==> src/rtl/dm_arb_pkg.sv <==
// rtl/dm_arb_pkg.sv - shared types and constants for the data-memory arbiter
package dm_arb_pkg;

  typedef enum logic {
    PORT_CPU = 1'b0,
    PORT_DMA = 1'b1
  } port_e;

  localparam logic [31:0] BWEB_IDLE        = 32'hFFFF_FFFF;
  localparam int unsigned STARVE_LIMIT_DEF = 4;

endpackage

==> src/rtl/dm_arb_starve_cnt.sv <==
// rtl/dm_arb_starve_cnt.sv - counts consecutive cycles the DMA port waited without a grant
module dm_arb_starve_cnt
  import dm_arb_pkg::*;
#(
  parameter int unsigned LIMIT = STARVE_LIMIT_DEF
) (
  input  logic       clk,
  input  logic       rst,
  input  logic       dma_req,
  input  logic       dma_gnt,
  output logic [3:0] starve_cnt
);

  localparam logic [3:0] LIM = 4'(LIMIT);

  // Count lost DMA cycles, saturating at the limit; any grant or dropped request restarts the count
  always_ff @(posedge clk or posedge rst) begin
    if (rst) begin
      starve_cnt <= 4'd0;
    end else if (!dma_req || dma_gnt) begin
      starve_cnt <= 4'd0;
    end else if (starve_cnt != LIM) begin
      starve_cnt <= starve_cnt + 4'd1;
    end
  end

endmodule

==> src/rtl/dm_arbiter.sv <==
// rtl/dm_arbiter.sv - two-port (CPU/DMA) arbiter in front of a single-port data SRAM
module dm_arbiter
  import dm_arb_pkg::*;
#(
  parameter int unsigned STARVE_LIMIT = STARVE_LIMIT_DEF,
  parameter int unsigned CPU_PRIORITY = 1
) (
  input  logic        clk,
  input  logic        rst,
  input  logic        cpu_req,
  input  logic        cpu_we,
  input  logic [13:0] cpu_addr,
  input  logic [31:0] cpu_wdata,
  input  logic [31:0] cpu_bweb,
  input  logic        dma_req,
  input  logic        dma_we,
  input  logic [13:0] dma_addr,
  input  logic [31:0] dma_wdata,
  input  logic [31:0] dma_bweb,
  output logic        cpu_gnt,
  output logic        dma_gnt,
  output logic        cpu_stall,
  output logic        cpu_rvalid,
  output logic        dma_rvalid,
  output logic [31:0] cpu_rdata,
  output logic [31:0] dma_rdata,
  output logic        DM_WEB,
  output logic [31:0] DM_BWEB,
  output logic [13:0] DM_A,
  output logic [31:0] DM_IN,
  input  logic [31:0] DM_OUT
);

  localparam logic [3:0] LIM = 4'(STARVE_LIMIT);

  logic [3:0] starve_cnt;
  port_e      last_gnt;
  port_e      rd_owner;
  logic       rd_pend;
  logic       dma_wins;

  dm_arb_starve_cnt #(
    .LIMIT(STARVE_LIMIT)
  ) u_starve (
    .clk       (clk),
    .rst       (rst),
    .dma_req   (dma_req),
    .dma_gnt   (dma_gnt),
    .starve_cnt(starve_cnt)
  );

  // Decide who takes a conflict: starvation override in priority mode, alternation in round-robin mode
  always_comb begin
    dma_wins = 1'b0;
    if (CPU_PRIORITY != 0) begin
      dma_wins = (starve_cnt == LIM);
    end else begin
      dma_wins = (last_gnt == PORT_CPU);
    end
  end

  // Grants are combinational so a lone requester is served in the cycle it asks
  assign cpu_gnt   = ~rst & cpu_req & ~(dma_req & dma_wins);
  assign dma_gnt   = ~rst & dma_req & ~(cpu_req & ~dma_wins);
  assign cpu_stall = cpu_req & ~cpu_gnt;

  // Steer the granted port's fields onto the SRAM; idle values otherwise
  always_comb begin
    DM_WEB  = 1'b1;
    DM_BWEB = BWEB_IDLE;
    DM_A    = 14'd0;
    DM_IN   = 32'd0;
    if (cpu_gnt) begin
      DM_WEB  = ~cpu_we;
      DM_BWEB = cpu_we ? cpu_bweb : BWEB_IDLE;
      DM_A    = cpu_addr;
      DM_IN   = cpu_wdata;
    end else if (dma_gnt) begin
      DM_WEB  = ~dma_we;
      DM_BWEB = dma_we ? dma_bweb : BWEB_IDLE;
      DM_A    = dma_addr;
      DM_IN   = dma_wdata;
    end
  end

  // Remember the most recent winner for round-robin; DMA after reset so the CPU wins first
  always_ff @(posedge clk or posedge rst) begin
    if (rst) begin
      last_gnt <= PORT_DMA;
    end else if (cpu_gnt) begin
      last_gnt <= PORT_CPU;
    end else if (dma_gnt) begin
      last_gnt <= PORT_DMA;
    end
  end

  // Capture the owner of a granted read so next cycle's SRAM data goes only to that port
  always_ff @(posedge clk or posedge rst) begin
    if (rst) begin
      rd_pend  <= 1'b0;
      rd_owner <= PORT_CPU;
    end else begin
      rd_pend  <= (cpu_gnt & ~cpu_we) | (dma_gnt & ~dma_we);
      rd_owner <= dma_gnt ? PORT_DMA : PORT_CPU;
    end
  end

  assign cpu_rvalid = rd_pend & (rd_owner == PORT_CPU);
  assign dma_rvalid = rd_pend & (rd_owner == PORT_DMA);
  assign cpu_rdata  = cpu_rvalid ? DM_OUT : 32'd0;
  assign dma_rdata  = dma_rvalid ? DM_OUT : 32'd0;

endmodule

==> config.mk <==
export PLATFORM = sky130hd
export DESIGN_NAME = dm_arbiter
export DESIGN_NICKNAME = d
export VERILOG_FILES = /design/src/rtl/dm_arb_pkg.sv /design/src/rtl/dm_arb_starve_cnt.sv /design/src/rtl/dm_arbiter.sv
export SDC_FILE = /design/constraint.sdc
export NUM_CORES = 1
export LEC_CHECK = 0
export BUFFER_PORTS_ARGS = -buffer_cell sky130_fd_sc_hd__buf_2
export CAP_MARGIN = 0
export CORE_AREA = 4 4 131 133
export CTS_CLUSTER_SIZE = 24
export DETAILED_ROUTE_END_ITERATION = 10
export DIE_AREA = 0 0 135 137
export HOLD_SLACK_MARGIN = 0.12
export SYNTH_ARGS = -nofsm -noshare
export SYNTH_HDL_FRONTEND = slang
export SYNTH_SLANG_ARGS = --single-unit
==> constraint.sdc <==
create_clock -name clk -period 1.72 [get_ports clk]
set_input_delay 0.258 -clock clk [delete_from_list [all_inputs] [get_ports clk]]
set_output_delay 0.258 -clock clk [all_outputs]
set_load 0.01 [all_outputs]
# == After elaboration in Yosys (flattened, before gate mapping) ==
# Cells that the tools add are included.
# word_totals
reg_bits,6
input_bits,194
out_inout_bits,148
word_cells,44
# classes
addsub,1
eq_ne,2
n_mux,15
bitwise,20
reduce_logical,3
# op_table
cell,n
two-way mux 32 bit,8
two-way mux 14 bit,2
AND 1 bit,11
two-way mux 4 bit,2
inverter 1 bit,8
adder 4 x 1 -> 4 bit (second input constant),1
equality test 4 x 3 -> 1 bit (second input constant),1
inequality test 4 x 3 -> 1 bit (second input constant),1
two-way mux 1 bit,3
nonzero test 2 bit,1
logical NOT 1 bit,1
logical OR 1 bit,1
OR 1 bit,1

# == Logic depth before layout (Yosys ltp) ==
# Gate-level depths: netlist of run 1.
# logic_depth
depth_word,7
ltp_mapped,8
mapped_depth_nobuf,5

# == Modules after synthesis ==
# Synthesis of run 1 repeated with hierarchy kept, for this count alone.
# hier_totals
hier_cells,214
hier_area_um2,1666.6
# modules_own_cells
mod,n_inst,cells_each,area_each_um2,seq_area_each_um2
dm_arbiter,1,189,1408.9,50.0
dm_arb_starve_cnt,1,25,257.7,100.1

# == Worst setup path after synthesis of run 1 ==
# No wires, ideal clock.
# synth_timing
kind,register -> output
startpoint,reg u_starve.starve_cnt[0]
endpoint,out DM_IN[12]
t_arrival_ns,1.548
required_ns,1.462
path_slack_ns,-0.086
path_stages_with_launch,9
path_buffers,3
cell_sequence,dfrtp_1 > inv_1 > ha_1 > nand4b_1 > and3_1 > clkbuf_2 > buf_6 > buf_6 > a22o_1
# synth_via
elab_chain_cells,7
elab_cells_between_ends,10
cone_classes,eq/ne (1); mux (2); bitwise (7)
# synth_rtl
element,line,rtl
start: declaration,dm_arb_starve_cnt.sv:11,output logic [3:0] starve_cnt
start signal: assignment,dm_arb_starve_cnt.sv:23,starve_cnt <= starve_cnt + 4'd1;
equality test 4 x 3 -> 1 bit *,dm_arbiter.sv:56,dma_wins = (starve_cnt == LIM);
inverter 1 bit,dm_arbiter.sv:64,assign dma_gnt = ~rst & dma_req & ~(cpu_req & ~dma_wins);
AND 1 bit,dm_arbiter.sv:64,
inverter 1 bit,dm_arbiter.sv:64,
AND 1 bit,dm_arbiter.sv:64,
two-way mux 32 bit,dm_arbiter.sv:78,end else if (dma_gnt) begin
two-way mux 32 bit *,dm_arbiter.sv:73,if (cpu_gnt) begin
end: declaration,dm_arbiter.sv:30,"output logic [31:0] DM_IN,"
# Mark *: on every way between the ends. The rest lies on a longest branch, timed or not.

# == Worst setup path in the final report of run 1 ==
# layout_timing
startpoint,reg u_starve.starve_cnt[1]
endpoint,out DM_A[0]
# layout_via
elab_chain_cells,7
elab_cells_between_ends,10
cone_classes,eq/ne (1); mux (2); bitwise (7)
# layout_rtl
element,line,rtl
equality test 4 x 3 -> 1 bit *,dm_arbiter.sv:56,
inverter 1 bit,dm_arbiter.sv:64,
AND 1 bit,dm_arbiter.sv:64,
inverter 1 bit,dm_arbiter.sv:64,
AND 1 bit,dm_arbiter.sv:64,
two-way mux 14 bit,dm_arbiter.sv:78,
two-way mux 14 bit *,dm_arbiter.sv:73,
end: declaration,dm_arbiter.sv:29,"output logic [13:0] DM_A,"
# Marks and branches as above.

==> metrics.csv, run 1 <==
metric,value,unit
status,finished with violations,
violated checks,negative setup slack,
TritonCTS clock tree,yes,
first-pass detailed-route iteration total,4,
Static Leak,2.378,nW
CP required,1.46,ns
period utilization,1.195,
type of origin of the critical path,flip-flop,
CTS max path bufs,2,
Cell variety after synth,27,
Yosys reg bits,6,
clk sink count,6,
Iteration-0 DRC Markers,117,
Clock transition at path regs,0.03,ns
asr flop ratio synth,1.000,
total CTS buffers,3,
Crit path largest cell delay,0.37,ns
gp weighted congestion,0.7609,
largest net degree at the start of global routing,34,
H-tree levels,1,
post-DR wirelength/cell,17.38,um
Net Sw Power,0.0004647,W
setup ws final,-0.3353,ns
Critical R2R Capture,u_starve.starve_cnt[2],
clock share of power,0.273,
die outline area,18500,um2
grt ovf,0,
CTS root buffer,clkbuf_16,
"commonest cells after routing, fill and taps aside","buf_2, a22o_1, and2_1, and3_1, o22a_1",
hold path start,dma_req,
layout net count,749,
Cells after Synth,205,
Hold Path Cell Cnt,3,
DP HPWL,10130,um
Area Overhead vs Synth,149.0,%
PwrDens,339.3,nW/um2
Avg Vias per Cell,4.141,
Max Freq,486.5,MHz
layout cell share with drive strength beyond 1,0.6878,
Hold Fails Final Rpt,0,
initial antenna violation count,2,
Post-synth EDFFs,0,
final setup fails,82,
combinational share of power,0.613,
first-pass GRT wire length,16990,um
Int Power,0.0008937,W
Worst Path Max Fanout,24,
Reg2Reg Depth,9,
Die X,135,um
switching share of power,0.3421,
Slew Limit Fails,0,
yosys warns,0,
fin crit period,2.055,ns
Total Wirelength,13330,um
"commonest non-fill, non-tap cell in the layout",buf_2,
number of diodes,0,
Core ar.,15830,um2
Synth Flop Type,dfrtp_1,
hold path endpoint,u_starve.starve_cnt[2],
cells along the critical path,inv_2 -> ha_4 -> nand3b_4 -> a21oi_4 -> buf_12 -> a22o_1 -> buf_2,
Mean Syn Cell Area,7.843,um2
max_cap viols,0,
row count,46,
register area share after synthesis,0.09339,
vias in the first global route,3018,
die span in y,137,um
PortBufs,341,
DR vias,3176,
Mapped Nets,401,
CP max stage cell,dfrtp_1,
Min-Delay Path Class,primary input to flip-flop,
Setup Skew,0.001736,ns
io pins,342,
maximum vdd drop,0.1948,mV
worst-skew pair later-pin latency,0.23,ns
Post-route DRC,0,
Max-Slew Margin vs Limit,0.7396,
Starting Density,0.1016,
reg2reg start,u_starve.starve_cnt[1],
Reg power frac,0.114,
R2R Setup Slk,0.04,ns
CP arrival,1.80,ns
Design Power,0.001358,W
cell area after synthesis,1608,um2
ANT nets after route,0,
Slew @ Worst Pin,0.3905,ns
Crit Path Class,flip-flop to primary output,
CP endpoint kind,primary output,
Tot GR Track Use,0.1183,
RSZ-0062 raised after global routing,true,
setup_tns,-23.93,ns
[registers in the layout, indices dropped and copies added, names as in the netlist]
name,count
rd_pend,1
rd_owner,1
u_starve.starve_cnt,4
[power groups by stage]
| stage | combinational, W | clock [W] | sequential [W] |
|---|---|---|---|
| final | 0.000833 | 0.000371 | 0.000154 |
| after global routing | 0.000902 | 0.000383 | 0.000156 |
| after CTS | 0.000804 | 0.000377 | 0.000154 |
| after detailed placement | 0.000739 | 0 | 0.000156 |
| after global placement | 0.000732 | 0 | 0.000156 |
| after floorplan | 0.000311 | 0 | 0.000158 |
[cell families after synthesis]
| kind of cell | count (synthesis) | synth area share |
|---|---|---|
| buffers and inverters | 32 | 0.1089 |
| xor gates and xnor gates | 1 | 0.005448 |
| adders and majority gates | 2 | 0.01556 |
| DFF | 6 | 0.09338 |
| AOI/OAI and AO/OA | 87 | 0.4693 |
| and+or+nand+nor | 77 | 0.3074 |
[cells in the mapped netlist (5+ instances only)]
master | n | share of area
a22o_1 | 47 | 0.26
inv_1 | 6 | 0.014
o22a_1 | 32 | 0.17
dfrtp_1 | 6 | 0.093
clkbuf_1 | 9 | 0.021
and2_1 | 34 | 0.13
buf_2 | 10 | 0.031
buf_6 | 5 | 0.035
and3_1 | 33 | 0.13
[per-stage QoR]
stage | cell area (um2) | hold slack [ns] | utilization | std cells | setup slack (ns)
after global placement | 3605 | 0.2896 | 0.2277 | 750 | -0.1191
after CTS | 3876 | 0.3447 | 0.2449 | 761 | -0.3377
final | 4004 | 0.3430 | 0.2530 | 767 | -0.3353
after detailed placement | 3605 | 0.2995 | 0.2277 | 750 | -0.1548
after global routing | 4004 | 0.3892 | 0.2530 | 767 | -0.4237
after floorplan | 1629 | 0.07132 | - | 205 | 0.005948
[cell type report]
| type | count | area, um2 |
|---|---|---|
| timing repair buffer | 367 | 2135 |
| tap | 216 | 270.3 |
| multi-input combinational | 169 | 1351 |
| sequential | 6 | 150.1 |
| inverter | 6 | 22.52 |
| fill | 1728 | 11820 |
| clock buffer | 3 | 75.07 |
[how the worst max path moves through the flow]
stage | from | endpoint | depth (start not counted)
6_report | u_starve.starve_cnt[1] | DM_A[0] | 7
5_1_grt | u_starve.starve_cnt[1] | DM_IN[4] | 8
4_1_cts | u_starve.starve_cnt[1] | DM_IN[29] | 8
3_5_place_dp | u_starve.starve_cnt[1] | DM_BWEB[16] | 6
3_3_place_gp | u_starve.starve_cnt[1] | DM_BWEB[9] | 6
2_1_floorplan | u_starve.starve_cnt[0] | DM_IN[12] | 8
[routing by layer]
| metal | global-route usage | vias up | part of all wire |
|---|---|---|---|
| met3 | 0.03566 | 14 | 0.13 |
| met1 | 0.1311 | 1409 | 0.36 |
| li1 | - | 1505 | - |
| met5 | 0 | - | 0.0016 |
| met4 | 0.02912 | 4 | 0.013 |
| met2 | 0.2210 | 244 | 0.50 |
[critical path, delay by kind of cell, from the launching register on]
kind | cells | cell delay (ns)
buffers and inverters | 3 | 0.42
AND/OR/NAND/NOR | 1 | 0.15
adder cells (fa/ha/maj) | 1 | 0.15
AO/OA/AOI/OAI | 2 | 0.46
flip-flops | 1 | 0.37
[repair_timing]
item,4_1_cts,5_1_grt
setup endpoints to repair,82,83
hold endpoints to repair,6,0
setup buffers,2,2
pin swaps,2,3
gates cloned,5,5
hold buffers,1,0
gates resized for setup,15,8
(Power assumes the default switching activity.)
==> run 2, diff against run 1 <==
--- a/config.mk
+++ b/config.mk
@@ -7,11 +7,15 @@
 export LEC_CHECK = 0
 export BUFFER_PORTS_ARGS = -buffer_cell sky130_fd_sc_hd__buf_2
 export CAP_MARGIN = 0
-export CORE_AREA = 4 4 131 133
+export CELL_PAD_IN_SITES_DETAIL_PLACEMENT = 0
+export CELL_PAD_IN_SITES_GLOBAL_PLACEMENT = 1
+export CORE_AREA = 4 4 132 134
 export CTS_CLUSTER_SIZE = 24
 export DETAILED_ROUTE_END_ITERATION = 10
-export DIE_AREA = 0 0 135 137
+export DIE_AREA = 0 0 136 138
 export HOLD_SLACK_MARGIN = 0.12
+export PLACE_DENSITY_LB_ADDON = 0.1
+export SKIP_LAST_GASP = 1
 export SYNTH_ARGS = -nofsm -noshare
 export SYNTH_HDL_FRONTEND = slang
 export SYNTH_SLANG_ARGS = --single-unit
==> run 2 against run 1 <==
Compared with the run above: critical path type unchanged; the flow still finishes with violations (negative setup slack); final area increased by 5.5%; die area increased by 1.5%; largest cell class unchanged; highest routed layer is now met4; fmax decreased by 0.57%; critical path depth increased by 2.
==> metrics.csv, run 2 (synthesis gave the netlist of run 1 again) <==
metric,value,unit
Crit path largest cell delay,0.36,ns
Hold Fails Final Rpt,0,
Worst setup startpoint,u_starve.starve_cnt[0],
PwrDens,335.5,nW/um2
Slew @ Worst Pin,0.3237,ns
CTS max path bufs,2,
ANT nets after route,0,
DP HPWL,9458,um
Top reg by flops,u_starve.starve_cnt,
initial antenna violation count,0,
RSZ-0062 raised after global routing,true,
Post-route DRC,0,
Tot GR Track Use,0.1103,
"commonest non-fill, non-tap cell in the layout",buf_2,
reg2reg start,u_starve.starve_cnt[1],
period utilization,1.202,
CP endpoint kind,primary output,
largest net degree at the start of global routing,34,
total CTS buffers,3,
Critical R2R Capture,rd_pend,
TritonCTS clock tree,yes,
max reg flops,4,
vias in the first global route,3016,
Starting Density,0.09870,
row count,47,
"commonest cells after routing, fill and taps aside","buf_2, a22o_1, and2_1, and3_1, o22a_1",
Max-Slew Margin vs Limit,0.7842,
layout net count,760,
io pins,342,
Avg Vias per Cell,4.063,
die span in y,138,um
CTS root buffer,clkbuf_16,
Area Overhead vs Synth,162.7,%
gp weighted congestion,0.7787,
post-DR wirelength/cell,16.62,um
Critical path buffers and inverters,5,
DP Worst Slack,-0.1437,ns
placed cell count,757,
H-tree levels,1,
Clock transition at path regs,0.04,ns
Max Freq,483.8,MHz
first-pass detailed-route iteration total,4,
worst-skew pair later-pin latency,0.23,ns
final setup fails,82,
CP arrival,1.81,ns
PortBufs,341,
Static Leak,2.478,nW
first-pass GRT wire length,16570,um
Slew Limit Fails,0,
Iteration-0 DRC Markers,98,
status,finished with violations,
fin crit period,2.067,ns
maximum vdd drop,0.1917,mV
Total Wirelength,12990,um
Min-Delay Path Class,primary input to flip-flop,
FILL cells,1826,
grt ovf,0,
DR vias,3177,
cells along the critical path,inv_2 -> ha_4 -> nand4b_1 -> buf_4 -> nand4_1 -> buf_6 -> clkbuf_16 -> o22a_1 -> buf_2,
R2R Setup Slk,0.19,ns
Core ar.,16290,um2
Worst Path Max Fanout,8,
violated checks,negative setup slack,
Reg2Reg Depth,6,
Worst Setup EP,DM_BWEB[16],
Largest regs,"u_starve.starve_cnt x4, rd_owner x1, rd_pend x1",
type of origin of the critical path,flip-flop,
CP required,1.46,ns
layout cell share with drive strength beyond 1,0.6975,
number of diodes,0,
clk sink count,6,
Setup Skew,0.0008312,ns
Die X,136,um
CP max stage cell,dfrtp_1,
max_cap viols,0,
Non-Filler Instances,782,
Crit path depth,9,
die outline area,18770,um2
setup ws final,-0.3470,ns
cell family with most CP delay,buffers and inverters,
Crit Path Class,flip-flop to primary output,
run 2: cell type report:
class	instances	area, um2	area share
inverter	6	22.52	0.005332
clock buffer	3	75.07	0.01777
tap	220	275.3	0.06517
sequential	6	150.1	0.03555
timing repair buffer	378	2338	0.5536
multi-input combinational	169	1363	0.3226
run 2: worst min-delay path by stage:
stage | start | to | slack [ns] | cells past startpoint
floorplan | rst | rd_owner | 0.07 | 1
global placement | rst | u_starve.starve_cnt[1] | 0.32 | 3
detailed placement | rst | rd_pend | 0.32 | 3
CTS | dma_req | u_starve.starve_cnt[2] | 0.33 | 3
global route | dma_req | u_starve.starve_cnt[2] | 0.36 | 3
finish | dma_req | u_starve.starve_cnt[2] | 0.34 | 3
run 2: layer usage:
layer / track usage / routed length (um) / part of all wire
met5: 0 / 0 / 0
met4: 0.02599 / 89 / 0.0068
met3: 0.03525 / 1412 / 0.11
met2: 0.2154 / 6839 / 0.53
met1: 0.1112 / 4653 / 0.36
run 2: repair_timing:
item | 4_1_cts | 5_1_grt
cloned | 2 | 13
pin swaps | 3 | 17
buffers inserted | 1 | 6
endpoints found under the hold margin | 6 | 0
endpoints found under the setup margin | 83 | 105
hold buffers | 1 | 0
gates resized for setup | 11 | 22
run 2: stage by stage:
stage          area [um2]  setup TNS [ns]    util   power, W  hold slack (ns)
2_1_floorplan        1629               0       -  0.0004690          0.07132
3_3_place_gp         3645          -6.687  0.2238  0.0009065           0.3180
3_5_place_dp         3645          -5.064  0.2238  0.0009020           0.3179
4_1_cts              3830          -24.52  0.2351   0.001327           0.3350
5_1_grt              4224          -32.41  0.2593   0.001501           0.3640
6_report             4224          -26.01  0.2593   0.001417           0.3448
run 2: worst reg2reg max path, cell delays in order, from the launching register on:
cell      delay (ns)
dfrtp_1         0.37
inv_2           0.08
ha_4            0.15
nand4b_1        0.15
and3_4          0.29
buf_8           0.17
a22o_1          0.19
run 2: where the power goes:
part / internal (W) / switching (W) / total, W
logic: 0.000486 / 0.000388 / 0.000874
registers: 0.000149 / 0.00000533 / 0.000154
clock network: 0.000299 / 0.0000889 / 0.000388
